File: config.mk
export PLATFORM = sky130hd
export DESIGN_NAME = hazard_scoreboard
export DESIGN_NICKNAME = d
export VERILOG_FILES = /design/src/rtl/hazard_pkg.sv /design/src/rtl/hazard_src_cmp.sv /design/src/rtl/hazard_scoreboard.sv
export SDC_FILE = /design/constraint.sdc
export NUM_CORES = 1
export LEC_CHECK = 0
export BUFFER_PORTS_ARGS = -buffer_cell sky130_fd_sc_hd__buf_2
export CORE_MARGIN = 5
export CORE_UTILIZATION = 45
export CTS_CLUSTER_SIZE = 14
export DETAILED_ROUTE_END_ITERATION = 8
export GPL_TIMING_DRIVEN = 1
export PLACE_DENSITY = 0.67
export SYNTH_ARGS = -nofsm -noshare
export SYNTH_HDL_FRONTEND = slang
export SYNTH_HIERARCHICAL = 1
export SYNTH_SLANG_ARGS = --single-unit
export TNS_END_PERCENT = 1
File: constraint.sdc
create_clock -name clk -period 4.2 [get_ports clk]
set_clock_uncertainty 0.05 [all_clocks]
set_input_delay 0.42 -clock clk [delete_from_list [all_inputs] [get_ports clk]]
set_output_delay 0.42 -clock clk [all_outputs]
set_load 0.005 [all_outputs]
File: src/rtl/hazard_pkg.sv
// Shared types and constants for the ID-stage hazard scoreboard: shadow slot
// layout, forwarding-select encodings, FSM states and memory opcodes.
package hazard_pkg;

  // Slot destination field is sized for the widest register file supported.
  localparam int SLOT_AW = 8;

  localparam logic [3:0] OPC_LW = 4'b1000;
  localparam logic [3:0] OPC_SW = 4'b1001;

  localparam logic [1:0] FWD_RF  = 2'b00;
  localparam logic [1:0] FWD_EX  = 2'b01;
  localparam logic [1:0] FWD_MEM = 2'b10;

  typedef enum logic {
    RUN      = 1'b0,
    MEM_WAIT = 1'b1
  } hazard_state_e;

  typedef struct packed {
    logic               valid;
    logic [SLOT_AW-1:0] dst;
    logic               wr_en;
    logic               is_load;
    logic               is_mem;
  } slot_t;

  // The EX producer is younger than the MEM producer, so it wins. A load in EX
  // cannot forward yet: the source reads the register file (stall or MEM->MEM).
  function automatic logic [1:0] fwd_pick(input logic ex_hit,
                                          input logic ex_load_hit,
                                          input logic mem_hit);
    if (ex_hit) return ex_load_hit ? FWD_RF : FWD_EX;
    if (mem_hit) return FWD_MEM;
    return FWD_RF;
  endfunction

endpackage

File: src/rtl/hazard_src_cmp.sv
// Compares one ID source operand against the EX and MEM shadow slots.
// hit_o = {ex_hit, ex_load_hit, mem_hit}.
module hazard_src_cmp
  import hazard_pkg::*;
#(
  parameter int REG_AW   = 4,
  parameter int ZERO_REG = 1
) (
  input  logic              id_valid_i,
  input  logic              src_used_i,
  input  logic [REG_AW-1:0] src_i,
  input  slot_t             ex_slot_i,
  input  slot_t             mem_slot_i,
  output logic [2:0]        hit_o
);

  logic               zero_src;
  logic               src_live;
  logic [SLOT_AW-1:0] src_ext;
  logic               ex_hit;
  logic               mem_hit;
  logic               ex_slot_mem_unused;
  logic               mem_slot_unused;

  assign src_ext  = SLOT_AW'(src_i);
  assign zero_src = (ZERO_REG != 0) && (src_i == '0);
  assign src_live = id_valid_i & src_used_i & ~zero_src;

  assign ex_hit  = src_live & ex_slot_i.valid & ex_slot_i.wr_en &
                   (ex_slot_i.dst == src_ext);
  assign mem_hit = src_live & mem_slot_i.valid & mem_slot_i.wr_en &
                   (mem_slot_i.dst == src_ext);

  assign hit_o = {ex_hit, ex_hit & ex_slot_i.is_load, mem_hit};

  // Memory-access kind of either slot does not affect operand matching.
  assign ex_slot_mem_unused = ex_slot_i.is_mem;
  assign mem_slot_unused    = mem_slot_i.is_load ^ mem_slot_i.is_mem;

endmodule

File: src/rtl/hazard_scoreboard.sv
// ID-stage data-hazard unit: shadows EX/MEM destinations, issues load-use
// bubbles, freezes on a busy data memory and registers EX-aligned forward selects.
module hazard_scoreboard
  import hazard_pkg::*;
#(
  parameter int               REG_AW   = 4,
  parameter int               NUM_SRC  = 2,
  parameter int               OPC_W    = 4,
  parameter logic [OPC_W-1:0] LW_OPC   = OPC_W'(OPC_LW),
  parameter logic [OPC_W-1:0] SW_OPC   = OPC_W'(OPC_SW),
  parameter int               ZERO_REG = 1,
  parameter int               CNT_W    = 16
) (
  input  logic                      clk,
  input  logic                      rst,
  input  logic                      id_valid,
  input  logic [OPC_W-1:0]          id_opcode,
  input  logic [NUM_SRC*REG_AW-1:0] id_src,
  input  logic [NUM_SRC-1:0]        id_src_used,
  input  logic [REG_AW-1:0]         id_dst,
  input  logic                      id_wr_en,
  input  logic                      mem_ready,
  input  logic                      flush,
  output logic                      stall_id,
  output logic                      bubble_ex,
  output logic                      freeze,
  output logic [2*NUM_SRC-1:0]      fwd_sel_ex,
  output logic                      fwd_mm_ex,
  output logic [CNT_W-1:0]          stall_cycles,
  output hazard_state_e             dbg_state
);

  slot_t                  ex_q, ex_d, mem_q, mem_d, id_slot;
  logic [2*NUM_SRC-1:0]   fwd_sel_q, fwd_sel_d, fwd_sel_next;
  logic                   fwd_mm_q, fwd_mm_d, fwd_mm_next;
  logic [CNT_W-1:0]       cnt_q, cnt_d;
  hazard_state_e          state_q, state_d;

  logic [NUM_SRC-1:0][2:0] hits;
  logic [NUM_SRC-1:0]      load_use_src;
  logic                    load_use;
  logic                    is_store;
  logic                    mem_busy;
  logic                    stall_w;
  logic                    bubble_w;

  for (genvar g = 0; g < NUM_SRC; g++) begin : g_src
    hazard_src_cmp #(
      .REG_AW  (REG_AW),
      .ZERO_REG(ZERO_REG)
    ) u_cmp (
      .id_valid_i(id_valid),
      .src_used_i(id_src_used[g]),
      .src_i     (id_src[g*REG_AW +: REG_AW]),
      .ex_slot_i (ex_q),
      .mem_slot_i(mem_q),
      .hit_o     (hits[g])
    );
  end

  assign is_store = id_valid & (id_opcode == SW_OPC);

  // The store-data source of a store can take a load result MEM->MEM,
  // so it is the one source that never stalls on a load in EX.
  always_comb begin
    load_use_src = '0;
    fwd_sel_next = '0;
    for (int i = 0; i < NUM_SRC; i++) begin
      load_use_src[i] = hits[i][1] & ~(is_store && (i == NUM_SRC - 1));
      fwd_sel_next[2*i +: 2] = fwd_pick(hits[i][2], hits[i][1], hits[i][0]);
    end
    fwd_mm_next = is_store & hits[NUM_SRC-1][1];
    load_use    = |load_use_src;
  end

  always_comb begin
    id_slot         = '0;
    id_slot.valid   = id_valid;
    id_slot.dst     = SLOT_AW'(id_dst);
    id_slot.wr_en   = id_wr_en & ~((ZERO_REG != 0) && (id_dst == '0));
    id_slot.is_load = (id_opcode == LW_OPC);
    id_slot.is_mem  = (id_opcode == LW_OPC) | (id_opcode == SW_OPC);
  end

  // Freeze covers the entry cycle as well as the whole MEM_WAIT stay.
  assign mem_busy = mem_q.valid & mem_q.is_mem & ~mem_ready;
  assign stall_w  = mem_busy | (load_use & ~flush);
  assign bubble_w = load_use & ~flush & ~mem_busy;

  always_comb begin
    ex_d      = ex_q;
    mem_d     = mem_q;
    fwd_sel_d = fwd_sel_q;
    fwd_mm_d  = fwd_mm_q;
    state_d   = state_q;
    cnt_d     = cnt_q;

    if (stall_w && (cnt_q != '1)) cnt_d = cnt_q + CNT_W'(1);

    case (state_q)
      RUN:      if (mem_busy) state_d = MEM_WAIT;
      MEM_WAIT: if (mem_ready) state_d = RUN;
      default:  state_d = RUN;
    endcase

    if (!mem_busy) begin
      mem_d = ex_q;
      if (bubble_w || flush) begin
        ex_d      = '0;
        fwd_sel_d = '0;
        fwd_mm_d  = 1'b0;
      end else begin
        ex_d      = id_slot;
        fwd_sel_d = fwd_sel_next;
        fwd_mm_d  = fwd_mm_next;
      end
    end
  end

  always_ff @(posedge clk) begin
    if (rst) begin
      ex_q      <= '0;
      mem_q     <= '0;
      fwd_sel_q <= '0;
      fwd_mm_q  <= 1'b0;
      cnt_q     <= '0;
      state_q   <= RUN;
    end else begin
      ex_q      <= ex_d;
      mem_q     <= mem_d;
      fwd_sel_q <= fwd_sel_d;
      fwd_mm_q  <= fwd_mm_d;
      cnt_q     <= cnt_d;
      state_q   <= state_d;
    end
  end

  assign stall_id     = stall_w;
  assign bubble_ex    = bubble_w;
  assign freeze       = mem_busy;
  assign fwd_sel_ex   = fwd_sel_q;
  assign fwd_mm_ex    = fwd_mm_q;
  assign stall_cycles = cnt_q;
  assign dbg_state    = state_q;

endmodule

==> results.txt <==
Setup violations, final - 0
Largest net degree at the start of global routing - 39
Crit path kind - flip-flop to flip-flop
IO Count - 49
Diode count - 0
Cells after synthesis - 233
Final Util - 54.52%
Root Driver - clkbuf_8
Setup Buffers After CTS - 0
Non-Filler Instances - 343
Synthesized cell area - 0.001969 mm2
Final nets - 316
Cell chain of the critical path - xor2_1, a2111o_1, nor4_2, nand3b_1, o221ai_1, a22o_4, or4_1, a21oi_1
Critical hold path startpoint - mem_ready
Crit path launch type - flip-flop
Worst path max stage delay - 520 ps
Critical path peak fanout - 16
All-Layer GR Usage - 17.04%
Post-route minimum period - 2879 ps
Final-report hold violation count - 0
Placed cell areas - 0.002255 mm2
Reg2reg end - stall_cycles[13]
Area Growth Syn to Fin - 18.87%
Post_cts resized - 0
CTS tree - built
Total die area - 0.005800 mm2
Initial antenna violation count - 0
Fmax - 347.4 MHz
Min-Delay Path Depth - 2
Pre-antenna DRT Iters - 4
Clk sink count - 37
Least-Margin Pin Slew - 888.1 ps
Mean Syn Cell Area - 8.452 um2
Synthesis Warnings - 6
Detailed Place HPWL - 3.670 mm
Final Max Slew Viols - 0
Die X - 76.16 um
Gpl congestion - 0.8309
WP buf/inv - 0
Hold crit path type - input pin to flip-flop
TritonCTS Buffers - 5
Starting Density - 45.86%
Slowest-stage cell, CP - or4_1
Reg clk slew, reported paths - 70 ps
Die height - 76.16 um
FP Rows - 24
First-iteration detailed-routing DRC count - 82
Fillers - 427
WHS Endpoint - dbg_state
R2R cell count - 8
Worst Path Required - 4360 ps
Number of global-route vias before repair - 1815
Vias - 1878
Worst path top cell family by delay - simple AND/OR/NAND/NOR gates
Power Total - 0.6566 mW
Clk buf depth - 2
Placed cells - 336
Setup TNS - 0 ps
Status - complete, no violations
Worst path arrival time - 3040 ps
Post-DRT Antenna Nets - 0
R2R Setup Slk - 1320 ps
Final Cell Area - 0.002341 mm2
Hold_buf cts - 0
First-pass GRT wire length - 8.342 mm
Slew HR - 40.79%
Vias per cell - 5.475
DRT Wirelength - 4.871 mm
R2r startpoint - ex_q[4]
Core area - 0.004294 mm2
Max Cap Viol - 0
Static Leak - 0.9286 nW
WL per Instance - 14.20 um
Port Buf Inserts - 48
Grt ovf - 0
RSZ-0062 raised after global routing - no
Clk_lat worst skew - 290 ps
Share of layout cells above drive strength 1 - 22.34%
Max IR drop VDD - 0.1866 mV
DRC - 0
Final period util - 68.54%
H-tree depth - 2
CP endpoint kind - flip-flop
PwrDens - 280.5 mW/mm2
[layout make-up]
type	instances	area, um2	area share [%]
sequential	37	740.7	31.64
multi-input combinational	184	1152	49.23
tap	52	65.06	2.779
timing repair buffer	48	240.2	10.26
inverter	15	56.30	2.405
clock buffer	7	86.33	3.688
[worst max path at each step]
stage / depth (start not counted) / from / end
2_1_floorplan: 8 / id_src[1] / stall_cycles[13]
3_3_place_gp: 9 / id_src[1] / stall_cycles[13]
3_5_place_dp: 9 / id_src[1] / stall_cycles[13]
4_1_cts: 8 / ex_q[4] / stall_cycles[13]
5_1_grt: 8 / ex_q[4] / stall_cycles[13]
6_report: 8 / ex_q[4] / stall_cycles[13]
[power breakdown]
| group | internal (mW) | switching [mW] |
|---|---|---|
| Combinational | 0.0203 | 0.0279 |
| Clock | 0.130 | 0.119 |
| Sequential | 0.355 | 0.00481 |
| Total | 0.505 | 0.151 |
[placed cells by master, fill, tap and decap left out, drive strengths merged, types with 5 or more instances in the layout]
master and n:
a21oi 21, a22oi 6, a32oi 5, buf 48, clkbuf 7, conb 16
dfxtp 37, inv 15, nand2 17, nand3 9, nand4 5, nor2 22
nor3 8, nor4 7, o21ai 6, o31ai 7, or3 6, or4 10
xnor2 8, xor2 7
[metal layers]
metal  global-route usage [%]  vias up  routed length [um]
met5                        0        -                   0
met4                    4.720        0                  60
met3                    5.437        8                 373
met2                    28.00       52                2250
met1                    21.35      862                2186
li1                         -      956                   -
[state kept, by name (all words and copies together) (netlist names)]
signal,flops
dbg_state,1
ex_q,8
fwd_mm_ex,1
fwd_sel_ex,4
mem_q,7
stall_cycles,16
[worst reg2reg max path, stage by stage, from the launching register on]
cell,delay [ps]
dfxtp_1,360
xor2_1,160
a2111o_1,420
nor4_2,420
nand3b_1,190
o221ai_1,160
a22o_4,370
or4_1,520
a21oi_1,150
[per-stage QoR]
| step | setup WS [ps] | hold slack, ps |
|---|---|---|
| CTS | 1316 | 244.6 |
| detailed placement | 1138 | 393.1 |
| finish | 1321 | 250.0 |
| global route | 1142 | 248.9 |
| floorplan | 1534 | 390.7 |
| global placement | 1245 | 391.8 |
Power figures use the tool's default switching activity.
